**src/rtl/clk_div_gen_pkg.sv**
```systemverilog
// clk_div_pkg: shared definitions for the clk_div_gen divider slice.
//   DEFAULT_HALF_C : reset half-period (2 gives divide-by-4)
//   MAX_CH         : largest supported channel count
//   chan_state_e   : per-channel FSM state
//   ch_width()     : width of a channel index, minimum 1
package clk_div_pkg;

  localparam int unsigned DEFAULT_HALF_C = 2;
  localparam int unsigned MAX_CH         = 8;

  typedef enum logic [1:0] {
    IDLE     = 2'd0,
    RUN      = 2'd1,
    RUN_PEND = 2'd2
  } chan_state_e;

  function automatic int unsigned ch_width(input int unsigned n);
    return (n <= 1) ? 1 : $clog2(n);
  endfunction

endpackage

```
**src/rtl/clk_div_gen_if.sv**
```systemverilog
// clk_div_gen_if: valid/ready configuration port of clk_div_gen.
//   cfg_valid : request, cfg_ready : accept
//   cfg_ch    : target channel (CH_W bits, must match clk_div_pkg::ch_width(NUM_CH))
//   cfg_half  : new half-period in clk cycles (CNT_W bits)
// master drives requests, slave (the divider) returns cfg_ready.
interface clk_div_gen_if #(
  parameter int unsigned CH_W  = 1,
  parameter int unsigned CNT_W = 8
);

  logic             cfg_valid;
  logic             cfg_ready;
  logic [CH_W-1:0]  cfg_ch;
  logic [CNT_W-1:0] cfg_half;

  modport master (output cfg_valid, output cfg_ch, output cfg_half, input  cfg_ready);
  modport slave  (input  cfg_valid, input  cfg_ch, input  cfg_half, output cfg_ready);

endinterface

```
**src/rtl/clk_div_chan.sv**
```systemverilog
// clk_div_chan: one divider channel.
//   clk, reset  : system clock, synchronous active-high reset
//   ch_en       : run enable
//   load        : accepted config write for this channel
//   load_half   : half-period carried by that write
//   align       : phase restart (only with CLK_DIV_PHASE_ALIGN_EN defined)
//   clk_out     : registered 50%-duty divided clock
//   rise_en     : 1-cycle strobe in the cycle clk_out first reads 1
//   fall_en     : 1-cycle strobe in the cycle clk_out first reads 0
//   pending     : shadow half-period loaded but not yet active
module clk_div_chan
  import clk_div_pkg::*;
#(
  parameter int unsigned CNT_W        = 8,
  parameter int unsigned DEFAULT_HALF = DEFAULT_HALF_C
) (
  input  logic             clk,
  input  logic             reset,
  input  logic             ch_en,
  input  logic             load,
  input  logic [CNT_W-1:0] load_half,
`ifdef CLK_DIV_PHASE_ALIGN_EN
  input  logic             align,
`endif
  output logic             clk_out,
  output logic             rise_en,
  output logic             fall_en,
  output logic             pending
);

  chan_state_e      state_q, state_d;
  logic [CNT_W-1:0] cnt_q, cnt_d;
  logic [CNT_W-1:0] act_q, act_d;
  logic [CNT_W-1:0] shd_q, shd_d;
  logic             clk_d, rise_d, fall_d, pend_d;
  logic [CNT_W-1:0] h_m1;
  logic             last;
  logic             force_low;

  // half == 0 behaves as half == 1, so the terminal count is 0 in both cases
  assign h_m1 = (act_q == '0) ? '0 : act_q - 1'b1;

`ifdef CLK_DIV_PHASE_ALIGN_EN
  assign force_low = ~ch_en | align;
`else
  assign force_low = ~ch_en;
`endif

  always_comb begin
    state_d = state_q;
    cnt_d   = cnt_q;
    clk_d   = clk_out;
    act_d   = act_q;
    shd_d   = shd_q;
    pend_d  = pending;
    last    = (cnt_q == h_m1);

    if (load) begin
      shd_d  = load_half;
      pend_d = 1'b1;
    end

    if (force_low) begin
      // disabled or aligned: restart the period from zero, and a waiting
      // shadow needs no boundary so it is taken immediately
      cnt_d = '0;
      clk_d = 1'b0;
      if (pending) begin
        act_d  = shd_q;
        pend_d = 1'b0;
      end
    end else begin
      cnt_d = last ? '0 : cnt_q + 1'b1;
      clk_d = last ? ~clk_out : clk_out;
      unique case (state_q)
        RUN_PEND: begin
          // swap ratio only at the end of a full period (1-to-0 toggle)
          if (last && clk_out) begin
            act_d  = shd_q;
            pend_d = 1'b0;
          end
        end
        default: ;
      endcase
    end

    if (!ch_en)      state_d = IDLE;
    else if (pend_d) state_d = RUN_PEND;
    else             state_d = RUN;

    rise_d = clk_d & ~clk_out;
    fall_d = ~clk_d & clk_out;
  end

  always_ff @(posedge clk) begin
    if (reset) begin
      state_q <= IDLE;
      cnt_q   <= '0;
      clk_out <= 1'b0;
      rise_en <= 1'b0;
      fall_en <= 1'b0;
      act_q   <= CNT_W'(DEFAULT_HALF);
      shd_q   <= CNT_W'(DEFAULT_HALF);
      pending <= 1'b0;
    end else begin
      state_q <= state_d;
      cnt_q   <= cnt_d;
      clk_out <= clk_d;
      rise_en <= rise_d;
      fall_en <= fall_d;
      act_q   <= act_d;
      shd_q   <= shd_d;
      pending <= pend_d;
    end
  end

endmodule

```
**src/rtl/clk_div_gen.sv**
```systemverilog
// clk_div_gen: multi-channel programmable 50%-duty clock divider.
//   clk, reset : system clock, synchronous active-high reset
//   ch_en      : per-channel run enable
//   cfg        : clk_div_gen_if.slave config port (valid/ready, channel, half)
//   align      : phase restart of all enabled channels, present only when
//                CLK_DIV_PHASE_ALIGN_EN is defined
//   clk_out    : divided clocks
//   rise_en    : per-channel rise strobes
//   fall_en    : per-channel fall strobes
//   pending    : per-channel shadow-loaded flags
// cfg_ch values >= NUM_CH are accepted and dropped.
module clk_div_gen
  import clk_div_pkg::*;
#(
  parameter int unsigned NUM_CH       = 2,
  parameter int unsigned CNT_W        = 8,
  parameter int unsigned DEFAULT_HALF = DEFAULT_HALF_C
) (
  input  logic              clk,
  input  logic              reset,
  input  logic [NUM_CH-1:0] ch_en,
  clk_div_gen_if.slave      cfg,
`ifdef CLK_DIV_PHASE_ALIGN_EN
  input  logic              align,
`endif
  output logic [NUM_CH-1:0] clk_out,
  output logic [NUM_CH-1:0] rise_en,
  output logic [NUM_CH-1:0] fall_en,
  output logic [NUM_CH-1:0] pending
);

  localparam int unsigned CH_W   = ch_width(NUM_CH);
  localparam int unsigned SLOT_N = 1 << CH_W;

  // one ready bit per encodable channel index; unused slots always accept
  logic [SLOT_N-1:0] ready_vec;

  for (genvar g = 0; g < SLOT_N; g++) begin : g_rdy
    if (g < NUM_CH) begin : g_used
      assign ready_vec[g] = ~pending[g];
    end else begin : g_unused
      assign ready_vec[g] = 1'b1;
    end
  end

  assign cfg.cfg_ready = ready_vec[cfg.cfg_ch];

  for (genvar g = 0; g < NUM_CH; g++) begin : g_ch
    logic load;
    assign load = cfg.cfg_valid & ready_vec[g] & (cfg.cfg_ch == CH_W'(g));

    clk_div_chan #(
      .CNT_W        (CNT_W),
      .DEFAULT_HALF (DEFAULT_HALF)
    ) u_chan (
      .clk       (clk),
      .reset     (reset),
      .ch_en     (ch_en[g]),
      .load      (load),
      .load_half (cfg.cfg_half),
`ifdef CLK_DIV_PHASE_ALIGN_EN
      .align     (align),
`endif
      .clk_out   (clk_out[g]),
      .rise_en   (rise_en[g]),
      .fall_en   (fall_en[g]),
      .pending   (pending[g])
    );
  end

endmodule
```
**src/flat_wrapper.sv**
```systemverilog
// flat-port wrapper written by rule: the top's interface ports become plain ports
module clk_div_gen_flat import clk_div_pkg::*;
#(
  parameter int unsigned NUM_CH       = 2,
  parameter int unsigned CNT_W        = 8,
  parameter int unsigned DEFAULT_HALF = DEFAULT_HALF_C
)
  (clk, reset, ch_en, clk_out, rise_en, fall_en, pending, cfg_cfg_valid, cfg_cfg_ch, cfg_cfg_half, cfg_cfg_ready);
  clk_div_gen_if #(.CNT_W(CNT_W)) cfg_i ();
  input  logic clk;
  input  logic reset;
  input  logic [NUM_CH-1:0] ch_en;
  output logic [NUM_CH-1:0] clk_out;
  output logic [NUM_CH-1:0] rise_en;
  output logic [NUM_CH-1:0] fall_en;
  output logic [NUM_CH-1:0] pending;
  input wire logic [$bits(cfg_i.cfg_valid)-1:0] cfg_cfg_valid;
  input wire logic [$bits(cfg_i.cfg_ch)-1:0] cfg_cfg_ch;
  input wire logic [$bits(cfg_i.cfg_half)-1:0] cfg_cfg_half;
  output wire logic [$bits(cfg_i.cfg_ready)-1:0] cfg_cfg_ready;
  assign cfg_i.cfg_valid = cfg_cfg_valid;
  assign cfg_i.cfg_ch = cfg_cfg_ch;
  assign cfg_i.cfg_half = cfg_cfg_half;
  assign cfg_cfg_ready = cfg_i.cfg_ready;
  clk_div_gen #(.NUM_CH(NUM_CH), .CNT_W(CNT_W), .DEFAULT_HALF(DEFAULT_HALF)) u_core (.clk(clk), .reset(reset), .ch_en(ch_en), .cfg(cfg_i), .clk_out(clk_out), .rise_en(rise_en), .fall_en(fall_en), .pending(pending));
endmodule
```
**config.mk**
```make
export PLATFORM = sky130hd
export DESIGN_NAME = clk_div_gen_flat
export DESIGN_NICKNAME = d
export VERILOG_FILES = /design/src/rtl/clk_div_gen_pkg.sv /design/src/rtl/clk_div_gen_if.sv /design/src/rtl/clk_div_chan.sv /design/src/rtl/clk_div_gen.sv /design/src/flat_wrapper.sv
export SDC_FILE = /design/constraint.sdc
export NUM_CORES = 1
export LEC_CHECK = 0
export ABC_AREA = 1
export BUFFER_PORTS_ARGS = -buffer_cell sky130_fd_sc_hd__buf_2
export CORE_MARGIN = 2
export CORE_UTILIZATION = 35
export DETAILED_ROUTE_END_ITERATION = 16
export HOLD_SLACK_MARGIN = 0.15
export PLACE_DENSITY = 0.58
export RECOVER_POWER = 50
export SYNTH_ARGS = -nofsm -noshare
export SYNTH_HDL_FRONTEND = slang
export SYNTH_SLANG_ARGS = --single-unit
export TNS_END_PERCENT = 1
```
**constraint.sdc**
```tcl
create_clock -name clk -period 2.9 [get_ports clk]
set_input_delay 0.29 -clock clk [delete_from_list [all_inputs] [get_ports clk]]
set_output_delay 0.29 -clock clk [all_outputs]
set_load 0.05 [all_outputs]
```
==> flow_metrics.env, run 1 <==
export IMPL_die_y_microns=95.4
export IMPL_nets=458
export IMPL_syn_instance_count=419
export IMPL_dieArea_sq_mm=0.00910
export IMPL_grt_max_degree=31
export IMPL_grt_pass1_vias=2400
export IMPL_place_ws_ns=0.250
export IMPL_clk_insertion_delay_late_ns=0.34
export IMPL_synth_compound_area_share_pct=11.6
export IMPL_fill_cells=908
export IMPL_status="finished clean"
export IMPL_clockBufferDepth=2
export IMPL_finalSetupTns_ns=0
export IMPL_max_clock_freq_ghz=0.390
export IMPL_cts_sinks=60
export IMPL_grt_usage_pct=15.2
export IMPL_io_pins=23
export IMPL_reg2reg_slack_ns=0.34
export IMPL_path_cells="inv_1 > ha_1 > nand2_1 > nor2_1 > o211ai_1 > nand2_1 > nand2_1 > nand2_1 > nor2_1 > nand3_1 > inv_1 > ha_1 > nand4_1 > inv_1 > a21oi_1 > buf_4 > inv_1 > a21oi_1 > o21ai_0"
export IMPL_tightest_slew_ns=0.974
export IMPL_ys_ff_latch=60
export IMPL_antenna_found_initial=0
export IMPL_synth_fa_ha_area_share_pct=2.57
export IMPL_synth_area_mux_share_pct=0
export IMPL_ctsHtreeMaxLevel=3
export IMPL_cap_violations=0
export IMPL_vias=2536
export IMPL_cts_hold_buffers_added=0
export IMPL_clock_skew_ns=0.00693
export IMPL_drive_gt1_share_pct=8.58
export IMPL_maxSlewHeadroom_pct=34.6
export IMPL_syn_area_per_cell_sq_um=6.98
export IMPL_grt_ovfl_total=0
export IMPL_synth_fp_nets=439
export IMPL_cellLeakagePower_nw=1.45
export IMPL_hp_class="in2reg"
export IMPL_powerDensity_mw_per_mm2=559
export IMPL_antenna_diode_count=0
export IMPL_worst_setup_path_start_kind="flop"
export IMPL_final_common_cell="nand2_1"
export IMPL_mostFrequentLayoutCells="nand2_1, nor2_1, dfxtp_1, inv_1, o21ai_0"
export IMPL_synth_xor_area_share_pct=4.49
export IMPL_critPathLaunch="u_core.g_ch[0].u_chan.act_q[0]$_SDFFE_PP0P_"
export IMPL_area_growth_pct=11.3
export IMPL_synth_simple_area_share_pct=29.3
export IMPL_rows=33
export IMPL_maxSlewViolCount=0
export IMPL_grt_pass1_wl_microns=10800
export IMPL_clkTransAtPathRegs_ns=0.07
export IMPL_vias_per_cell=4.63
export IMPL_hpwl_microns=4580
export IMPL_seq_area_frac_synth_pct=41.1
export IMPL_drc_errors=0
export IMPL_cts_root_buf="clkbuf_8"
export IMPL_io_buffers=22
export IMPL_drt_antenna_violating_nets=0
export IMPL_hold_ws_ns=0.197
export IMPL_chipWidth_microns=95.4
export IMPL_gp_congestion=0.862
export IMPL_cp_required_ns=3.13
export IMPL_cp_top_family="simple AND/OR/NAND/NOR gates"
export IMPL_r2r_start="u_core.g_ch[0].u_chan.act_q[0]$_SDFFE_PP0P_"
export IMPL_end_kind="flop"
export IMPL_min_period_ns=2.56
export IMPL_grt_setup_unrepaired="no"
export IMPL_drt_first_pass_iters=4
export IMPL_vdd_drop_max_v=0.000272
export IMPL_crit_buf_inv=5
export IMPL_crit_fanout=15
export IMPL_synth_cell_type_count=24
export IMPL_setup_ws_ns=0.339
export IMPL_routed_wl_microns=6130
export IMPL_min_from="cfg_cfg_half[5]"
export IMPL_cts_setup_buffers=0
export IMPL_start_util_pct=35.8
export IMPL_cts_tree="done"
export IMPL_cts_buffers_inserted=9
export IMPL_post_cts_resize_count=0
export IMPL_cp_arrival_ns=2.79
export IMPL_crit_path_max_incr_delay_ns=0.31
export IMPL_critical_path_class="reg2reg"
export IMPL_hold_viol=0
export IMPL_syn_cell_area_sq_mm=0.00292
export IMPL_core_area_sq_mm=0.00818
export IMPL_fin_crit_sh_pct=88.3
export IMPL_slowest_stage="dfxtp_1"
export IMPL_synth_top_family_by_area="simple AND/OR/NAND/NOR gates"
export IMPL_finalSetupViolCount=0
export IMPL_drt_initial_drc_count=96
export IMPL_wl_per_cell_microns=11.2
export IMPL_ys_warn_count=0
## layer usage
metal | part of all wire, % | vias up | wire length [microns] | track usage, %
li1 | - | 1365 | - | -
met5 | 0 | - | 0 | 0
met2 | 44 | 39 | 2720 | 22.7
met1 | 50 | 1124 | 3080 | 20.4
met3 | 3.6 | 8 | 218 | 3.32
met4 | 1.7 | 0 | 106 | 8.10
## path summary, 6_finish.rpt
kind,cells after the start,endpoint
worst max-delay path,19,u_core.g_ch[0].u_chan.act_q[1]$_SDFFE_PP1P_
worst min-delay path,3,u_core.g_ch[0].u_chan.shd_q[5]$_SDFFE_PP0P_
worst max register to register,19,u_core.g_ch[0].u_chan.act_q[1]$_SDFFE_PP1P_
worst min register to register,2,u_core.g_ch[1].u_chan.act_q[0]$_SDFFE_PP0P_
## metrics by stage
stage	area, sq um	utilization, %	std cells	total power [mW]
floorplan	2920	-	419	1.08
global placement	3080	37.7	532	1.13
detailed placement	3080	37.7	532	1.14
CTS	3270	40.0	548	1.85
global route	3250	39.8	548	1.92
finish	3250	39.8	548	1.82
## report_power, final
part	internal [mW]	leakage, nW	switching [mW]	total [mW]
clock	0.375	0.0982	0.330	0.705
sequential	0.862	0.489	0.0245	0.886
combinational	0.0730	0.866	0.154	0.227
## cell type report
class	instances	area, sq um	share of cell area (%)
Clock buffer	12	165	5.08
Inverter	60	225	6.92
Tap cell	105	131	4.04
Clock inverter	4	22.5	0.692
Multi-Input combinational cell	283	1390	42.8
Sequential cell	60	1200	36.9
Timing Repair Buffer	24	114	3.50
## flip-flops by register name, summed over array words and instances (netlist names)
name,cells
u_core.g_ch.u_chan.cnt_q,16
u_core.g_ch.u_chan.clk_out,2
u_core.g_ch.u_chan.fall_en,2
u_core.g_ch.u_chan.act_q,16
u_core.g_ch.u_chan.state_q,4
u_core.g_ch.u_chan.shd_q,16
u_core.g_ch.u_chan.rise_en,2
u_core.g_ch.u_chan.pending,2
## cells in the mapped netlist, drive strengths merged
cell	number	area [sq um]
a21oi	26	130
o21bai	2	15.0
xor2	12	105
inv	59	221
nor3	6	41.3
nand2	80	323
clkbuf	7	26.3
dfxtp	60	1200
nand3b	3	22.5
o21ai	37	185
nand3	30	150
nor2	67	256
xnor2	3	26.3
ha	6	75.1
o211ai	1	7.51
buf	9	71.3
clkinv	1	3.75
nand4	10	62.6
## cell families (layout without fill, tap and decap cells)
group / after synthesis / in the layout
AO/OA/AOI/OAI: 66 / 66
adder cells (fa/ha/maj): 6 / 6
XOR/XNOR: 15 / 15
buffers and inverters: 76 / 100
AND/OR/NAND/NOR: 196 / 196
flip-flops: 60 / 60
## worst register-to-register path: cells and delay by family (launching register included)
kind	cells	cell delay (ns)
AOI/OAI and AO/OA	4	0.47
adders and majority gates	2	0.43
buffers and inverters	5	0.52
DFF	1	0.31
and+or+nand+nor	8	0.73
Power figures use the tool's default switching activity.
==> run 2: changes to the inputs <==
--- a/config.mk
+++ b/config.mk
@@ -6,12 +6,12 @@
 export NUM_CORES = 1
 export LEC_CHECK = 0
 export ABC_AREA = 1
-export BUFFER_PORTS_ARGS = -buffer_cell sky130_fd_sc_hd__buf_2
 export CORE_MARGIN = 2
 export CORE_UTILIZATION = 35
 export DETAILED_ROUTE_END_ITERATION = 16
+export DONT_BUFFER_PORTS = 1
 export HOLD_SLACK_MARGIN = 0.15
-export PLACE_DENSITY = 0.58
+export PLACE_DENSITY = 0.56
 export RECOVER_POWER = 50
 export SYNTH_ARGS = -nofsm -noshare
 export SYNTH_HDL_FRONTEND = slang
==> run 2 against run 1 <==
Die area stayed put. First-iteration DRC count fell by 20%. Non-clock buffer count shrank 8. Clock skew about the same. Sequential share of layout area fell by 0.55 points. Cell count fell by 1.5%. Routed wire length up 2.0%. Sequential power is 2.5% higher. Worst hold slack lost 0.059 ns. Register-to-register slack barely moved. Maximum frequency about the same.
==> flow_metrics.env, run 2 (synthesis results as in run 1) <==
export IMPL_critical_path_class="reg2reg"
export IMPL_tightest_slew_ns=0.982
export IMPL_antenna_found_initial=0
export IMPL_io_pins=23
export IMPL_drt_antenna_violating_nets=0
export IMPL_top_regs="u_core.g_ch.u_chan.act_q (16), u_core.g_ch.u_chan.cnt_q (16), u_core.g_ch.u_chan.shd_q (16)"
export IMPL_clk_insertion_delay_late_ns=0.34
export IMPL_reg2reg_slack_ns=0.34
export IMPL_r2r_start="u_core.g_ch[0].u_chan.act_q[0]$_SDFFE_PP0P_"
export IMPL_clock_power_share_pct=42.7
export IMPL_cts_setup_buffers=0
export IMPL_mostFrequentLayoutCells="nand2_1, nor2_1, dfxtp_1, inv_1, o21ai_0"
export IMPL_fill_cells=898
export IMPL_dieArea_sq_mm=0.00910
export IMPL_fin_crit_sh_pct=88.2
export IMPL_slowest_stage="dfxtp_1"
export IMPL_worst_setup_path_start_kind="flop"
export IMPL_max_clock_freq_ghz=0.391
export IMPL_switching_share_pct=25.8
export IMPL_cts_buffers_inserted=9
export IMPL_crit_fanout=15
export IMPL_grt_ovfl_total=0
export IMPL_status="finished clean"
export IMPL_clockBufferDepth=2
export IMPL_grt_met2_usage_pct=23.0
export IMPL_clock_skew_ns=0.00713
export IMPL_path_cells="inv_1 > ha_1 > nand2_1 > nor2_1 > nand2_1 > nand3_1 > nand2_1 > nand2_1 > nor2_1 > nand3_1 > inv_1 > ha_1 > nand4_1 > inv_1 > a21oi_1 > buf_4 > inv_1 > a21oi_1 > o21ai_0"
export IMPL_cts_sinks=60
export IMPL_drc_errors=0
export IMPL_cts_tree="done"
export IMPL_cellLeakagePower_nw=1.46
export IMPL_ctsHtreeMaxLevel=3
export IMPL_vdd_drop_max_v=0.000381
export IMPL_finalSetupViolCount=0
export IMPL_area_growth_pct=12.9
export IMPL_met3_usage_pct=3.64
export IMPL_gp_congestion=0.893
export IMPL_min_period_ns=2.56
export IMPL_crit_buf_inv=5
export IMPL_multiInputGateArea_sq_mm=0.00138
export IMPL_crit_path_max_incr_delay_ns=0.32
export IMPL_maxSlewViolCount=0
export IMPL_r2r_end="u_core.g_ch[0].u_chan.act_q[1]$_SDFFE_PP1P_"
export IMPL_fin_util_pct=40.4
export IMPL_cts_root_buf="clkbuf_8"
export IMPL_regArea_sq_mm=0.00120
export IMPL_clkTransAtPathRegs_ns=0.07
export IMPL_hold_viol=0
export IMPL_grt_max_degree=31
export IMPL_min_from="reset"
export IMPL_maxSlewHeadroom_pct=34.0
export IMPL_grt_pass1_wl_microns=10900
export IMPL_drt_first_pass_iters=4
export IMPL_cap_violations=0
export IMPL_use_met1_pct=21.0
export IMPL_die_y_microns=95.4
export IMPL_grt_setup_unrepaired="no"
export IMPL_routed_wl_microns=6260
export IMPL_drt_initial_drc_count=77
export IMPL_vias_per_cell=4.67
export IMPL_wl_per_cell_microns=11.6
export IMPL_rows=33
export IMPL_switching_power_uw=500
export IMPL_final_common_cell="nand2_1"
export IMPL_hpwl_microns=4550
export IMPL_chipWidth_microns=95.4
export IMPL_end_kind="flop"
export IMPL_grt_usage_pct=15.3
export IMPL_nets=450
export IMPL_drive_gt1_share_pct=5.29
export IMPL_cp_required_ns=3.12
export IMPL_cp_arrival_ns=2.78
export IMPL_finalSetupTns_ns=0
export IMPL_hold_path_end="u_core.g_ch[1].u_chan.state_q[0]$_SDFF_PP0_"
export IMPL_comb_power_share_pct=10.5
export IMPL_powerDensity_mw_per_mm2=588
export IMPL_grt_pass1_vias=2380
export IMPL_worstRegToRegCells=19
export IMPL_top_usage_layer="met2"
export IMPL_cp_top_family="simple AND/OR/NAND/NOR gates"
export IMPL_seqPwrFrac_pct=46.8
export IMPL_worstHoldPathCells=3
export IMPL_io_buffers=0
export IMPL_vias=2523
export IMPL_antenna_diode_count=0
export IMPL_hp_class="in2reg"
export IMPL_p_int_mw=1.44
export IMPL_start_util_pct=35.8
export IMPL_core_area_sq_mm=0.00818
==> run 2: layout make-up <==
| class | instances | share of cell area [%] |
|---|---|---|
| Clock inverter | 5 | 2.27 |
| Sequential cell | 60 | 36.4 |
| Timing Repair Buffer | 16 | 4.43 |
| Clock buffer | 11 | 4.28 |
| Multi-Input combinational cell | 283 | 41.8 |
| Inverter | 60 | 6.82 |
| Tap cell | 105 | 3.98 |
==> run 2: worst reg2reg max path: stages (launching register included) <==
cell     delay, ns
dfxtp_1       0.32
inv_1         0.08
ha_1          0.23
nand2_1       0.07
nor2_1        0.20
nand2_1       0.21
nand3_1       0.13
nand2_1       0.05
nand2_1       0.06
nor2_1        0.04
nand3_1       0.09
inv_1         0.05
ha_1          0.17
nand4_1       0.08
inv_1         0.05
a21oi_1       0.12
buf_4         0.20
inv_1         0.07
a21oi_1       0.12
o21ai_0       0.09
==> run 2: power by group through the flow <==
stage	Clock [mW]	Combinational [mW]	Sequential, mW
floorplan	0	0.187	0.898
global placement	0	0.188	0.926
detailed placement	0	0.191	0.926
CTS	0.848	0.208	0.908
global route	0.880	0.240	0.912
finish	0.830	0.204	0.908
==> run 2: what timing repair did <==
action                                  CTS  global route
endpoints found under the setup margin    0             8
hold endpoints to repair                 24             1
resized for setup                         0             4
hold buffers                             11             1
==> run 2: per-layer routing <==
metal  vias up  routed length, microns
met5         -                       0
met4         0                     102
met3         9                     250
met2        41                    2690
met1      1128                    3210
li1       1345                       -
==> run 2: stage by stage <==
| step | total power [mW] | setup WS (ns) | hold WS [ns] | cells | cell area (sq um) |
|---|---|---|---|---|---|
| floorplan | 1.08 | 0.371 | 0.416 | 419 | 2920 |
| global placement | 1.11 | 0.279 | 0.365 | 512 | 2990 |
| detailed placement | 1.12 | 0.240 | 0.365 | 512 | 2990 |
| CTS | 1.96 | 0.216 | 0.152 | 539 | 3310 |
| global route | 2.03 | 0.0472 | 0.153 | 540 | 3300 |
| finish | 1.94 | 0.341 | 0.138 | 540 | 3300 |
==> run 2: how the worst max path moves through the flow <==
stage	start	end	slack (ns)	cells past startpoint
2_1_floorplan	u_core.g_ch[1].u_chan.act_q[0]$_SDFFE_PP0P_	u_core.g_ch[1].u_chan.act_q[6]$_SDFFE_PP0P_	0.37	18
3_3_place_gp	u_core.g_ch[1].u_chan.act_q[0]$_SDFFE_PP0P_	u_core.g_ch[1].u_chan.act_q[5]$_SDFFE_PP0P_	0.28	18
3_5_place_dp	u_core.g_ch[1].u_chan.act_q[0]$_SDFFE_PP0P_	u_core.g_ch[1].u_chan.act_q[5]$_SDFFE_PP0P_	0.24	18
4_1_cts	u_core.g_ch[1].u_chan.act_q[0]$_SDFFE_PP0P_	u_core.g_ch[1].u_chan.act_q[6]$_SDFFE_PP0P_	0.22	18
5_1_grt	u_core.g_ch[0].u_chan.act_q[0]$_SDFFE_PP0P_	u_core.g_ch[0].u_chan.act_q[1]$_SDFFE_PP1P_	0.05	19
6_report	u_core.g_ch[0].u_chan.act_q[0]$_SDFFE_PP0P_	u_core.g_ch[0].u_chan.act_q[1]$_SDFFE_PP1P_	0.34	19
==> run 3: changes to the inputs <==
--- a/config.mk
+++ b/config.mk
@@ -5,7 +5,6 @@
 export SDC_FILE = /design/constraint.sdc
 export NUM_CORES = 1
 export LEC_CHECK = 0
-export ABC_AREA = 1
 export CORE_MARGIN = 2
 export CORE_UTILIZATION = 35
 export DETAILED_ROUTE_END_ITERATION = 16
==> run 3 against run 2 <==
Synthesized area increased by 2.7%. Power fell by 8.0%. Sequential power is 2% lower. Critical path depth fell by 7. Combinational power fell by 4%. Clock power fell by 16%. Sequential share of layout area down 2.8 points. Global-route usage is 1.0 points lower. Non-clock buffer count increased by 20. Count of clock-buffer cells in the layout grew 4. Maximum frequency is 6.6% lower. Routed wire length increased by 1.2%. Critical path type unchanged. Critical endpoint is now u_core.g_ch[0].u_chan.act_q[4]$_SDFFE_PP0P_. Largest cell class unchanged.
==> flow_metrics.env, run 3 <==
export IMPL_ys_async_sr_fraction_pct=0
export IMPL_ctsHtreeMaxLevel=3
export IMPL_top_regs="u_core.g_ch.u_chan.act_q (16), u_core.g_ch.u_chan.cnt_q (16), u_core.g_ch.u_chan.shd_q (16)"
export IMPL_mostFrequentLayoutCells="dfxtp_1, nor2_1, mux2i_1, nand2_1, buf_4"
export IMPL_antenna_found_initial=0
export IMPL_post_synth_top_count_cell="dfxtp_1"
export IMPL_hpwl_microns=4380
export IMPL_place_area_sq_mm=0.00318
export IMPL_max_clock_freq_ghz=0.365
export IMPL_fill_cells=838
export IMPL_cts_tree="done"
export IMPL_clkTransAtPathRegs_ns=0.07
export IMPL_nets=379
export IMPL_path_cells="or4_1 > nor2_2 > mux2i_2 > xnor2_1 > nor3_2 > and2_1 > ha_1 > nand4b_1 > o21ai_4 > buf_4 > mux2i_1 > nor2_1"
export IMPL_maxSlewHeadroom_pct=53.7
export IMPL_cap_violations=0
export IMPL_dieArea_sq_mm=0.00934
export IMPL_cts_sinks=60
export IMPL_rows=33
export IMPL_hold_ws_ns=0.161
export IMPL_antenna_diode_count=0
export IMPL_clk_insertion_delay_late_ns=0.34
export IMPL_syn_area_per_cell_sq_um=8.99
export IMPL_cts_buffers_inserted=9
export IMPL_ys_ff_latch=60
export IMPL_start_util_pct=36.4
export IMPL_maxSlewViolCount=0
export IMPL_cts_root_buf="clkbuf_8"
export IMPL_syn_instance_count=334
export IMPL_gp_congestion=0.806
export IMPL_wl_per_cell_microns=13.5
export IMPL_wl_met1_microns=3290
export IMPL_ys_warn_count=0
export IMPL_crit_path_max_incr_delay_ns=0.55
export IMPL_grt_setup_unrepaired="yes"
export IMPL_synth_area_leaders="dfxtp_1, mux2i_1, nor2_1, xnor2_1, xor2_1"
export IMPL_ys_top_cells_by_count="dfxtp_1, nor2_1, mux2i_1"
export IMPL_grt_usage_pct=14.3
export IMPL_hp_class="in2reg"
export IMPL_finalSetupTns_ns=0
export IMPL_dominantRegCellSynth="dfxtp_1"
export IMPL_worst_setup_path_start_kind="flop"
export IMPL_finalInstanceArea_sq_mm=0.00361
export IMPL_drive_gt1_share_pct=17.6
export IMPL_layout_cells_non_filler=469
export IMPL_final_common_cell="dfxtp_1"
export IMPL_vias=2356
export IMPL_synth_top_area_share_pct=40.0
export IMPL_grt_max_degree=42
export IMPL_vias_per_cell=5.02
export IMPL_tightest_slew_ns=0.694
export IMPL_clockBufferDepth=2
export IMPL_cp_required_ns=3.14
export IMPL_grt_pass1_wl_microns=10800
export IMPL_crit_fanout=7
export IMPL_core_area_sq_mm=0.00826
export IMPL_synth_edf_count=0
export IMPL_slowest_stage="or4_1"
export IMPL_dp_cells=435
export IMPL_io_pins=23
export IMPL_total_power_mw=1.79
export IMPL_hold_viol=0
export IMPL_syn_cell_area_sq_mm=0.00300
export IMPL_min_period_ns=2.74
export IMPL_status="finished clean"
export IMPL_io_buffers=0
export IMPL_grt_ovfl_total=0
export IMPL_drc_errors=0
export IMPL_seq_area_frac_synth_pct=40.0
export IMPL_synth_cell_type_count=51
export IMPL_cellLeakagePower_nw=1.44
export IMPL_fin_util_pct=43.7
export IMPL_drt_initial_drc_count=92
export IMPL_wl_met2_microns=2640
export IMPL_drt_first_pass_iters=4
export IMPL_topRoutingLayerUsed="met4"
export IMPL_vdd_drop_max_v=0.000187
export IMPL_setup_ws_ns=0.160
export IMPL_clock_skew_ns=0.00645
export IMPL_met3_length_microns=244
export IMPL_finalSetupViolCount=0
export IMPL_grt_pass1_vias=2202
export IMPL_synth_fp_nets=354
export IMPL_die_y_microns=96.6
export IMPL_routed_wl_microns=6330
export IMPL_end_kind="flop"
export IMPL_chipWidth_microns=96.6
export IMPL_drt_antenna_violating_nets=0
export IMPL_place_ws_ns=0.0141
export IMPL_cp_arrival_ns=2.98
export IMPL_critical_path_class="reg2reg"
export IMPL_powerDensity_mw_per_mm2=495
export IMPL_synth_area_leader_cell="dfxtp_1"
export IMPL_fin_crit_sh_pct=94.5
export IMPL_area_growth_pct=20.1
==> run 3: cell count changes in the layout (fill, tap and decap cells not counted), moves of 6 or more <==
cell | before | now
nand2_1 | 78 | 21
inv_1 | 58 | 7
o21ai_0 | 34 | 3
mux2i_1 | 0 | 28
nand3_1 | 30 | 12
a21oi_1 | 26 | 9
buf_4 | 3 | 19
nor2_1 | 65 | 54
nand4_1 | 10 | 0
xnor2_1 | 3 | 13
a211oi_1 | 0 | 9
and3_1 | 0 | 6
==> run 3: kinds of logic after synthesis <==
| logic type | Yosys count | synth area share, % |
|---|---|---|
| flip-flops | 60 | 40.0 |
| buffers and inverters | 31 | 5.12 |
| AO/OA/AOI/OAI | 44 | 10.4 |
| multiplexers | 29 | 9.66 |
| adder cells (fa/ha/maj) | 6 | 2.50 |
| XOR/XNOR | 29 | 9.08 |
| AND/OR/NAND/NOR | 135 | 23.2 |
==> run 3: repair_timing <==
action,CTS,global route
hold endpoints to repair,41,0
buffers inserted,0,7
pin swaps,0,7
hold buffers,11,0
gates resized for setup,1,24
setup endpoints to repair,4,12
==> run 3: path summary, 6_finish.rpt <==
| check | slack, ns | to | cells after the start | startpoint |
|---|---|---|---|---|
| worst max register to register | 0.16 | u_core.g_ch[0].u_chan.act_q[4]$_SDFFE_PP0P_ | 12 | u_core.g_ch[0].u_chan.act_q[3]$_SDFFE_PP0P_ |
| worst max-delay path | 0.16 | u_core.g_ch[0].u_chan.act_q[4]$_SDFFE_PP0P_ | 12 | u_core.g_ch[0].u_chan.act_q[3]$_SDFFE_PP0P_ |
| worst min-delay path | 0.16 | u_core.g_ch[0].u_chan.state_q[0]$_SDFF_PP0_ | 2 | ch_en[0] |
| worst min register to register | 0.47 | u_core.g_ch[1].u_chan.shd_q[1]$_SDFFE_PP1P_ | 1 | u_core.g_ch[1].u_chan.shd_q[1]$_SDFFE_PP1P_ |
==> run 3: cell type report <==
type,count,area [sq um],area share (%)
multi-input combinational,243,1730,47.9
sequential,60,1210,33.6
timing repair buffer,36,317,8.78
clock buffer,15,176,4.89
tap,105,131,3.64
inverter,9,36.3,1.01
clock inverter,1,5.00,0.139
==> run 3: critical path, delay by kind of cell (launching register included) <==
family | cells | cell delay (ns)
AOI/OAI and AO/OA | 1 | 0.18
xor gates and xnor gates | 1 | 0.10
adders and majority gates | 1 | 0.15
buffers and inverters | 1 | 0.17
DFF | 1 | 0.35
muxes | 2 | 0.42
and+or+nand+nor | 6 | 1.25
==> run 3: report_power, final <==
group          internal (mW)  switching [mW]  leakage, nW
sequential             0.849          0.0420        0.489
clock                  0.380           0.320       0.0937
combinational         0.0949          0.0999        0.856
==> run 3: per-layer routing <==
metal,global-route usage [%],vias up
met5,0,-
met4,7.48,0
met3,4.05,11
met2,19.9,39
met1,19.9,1094
li1,-,1212
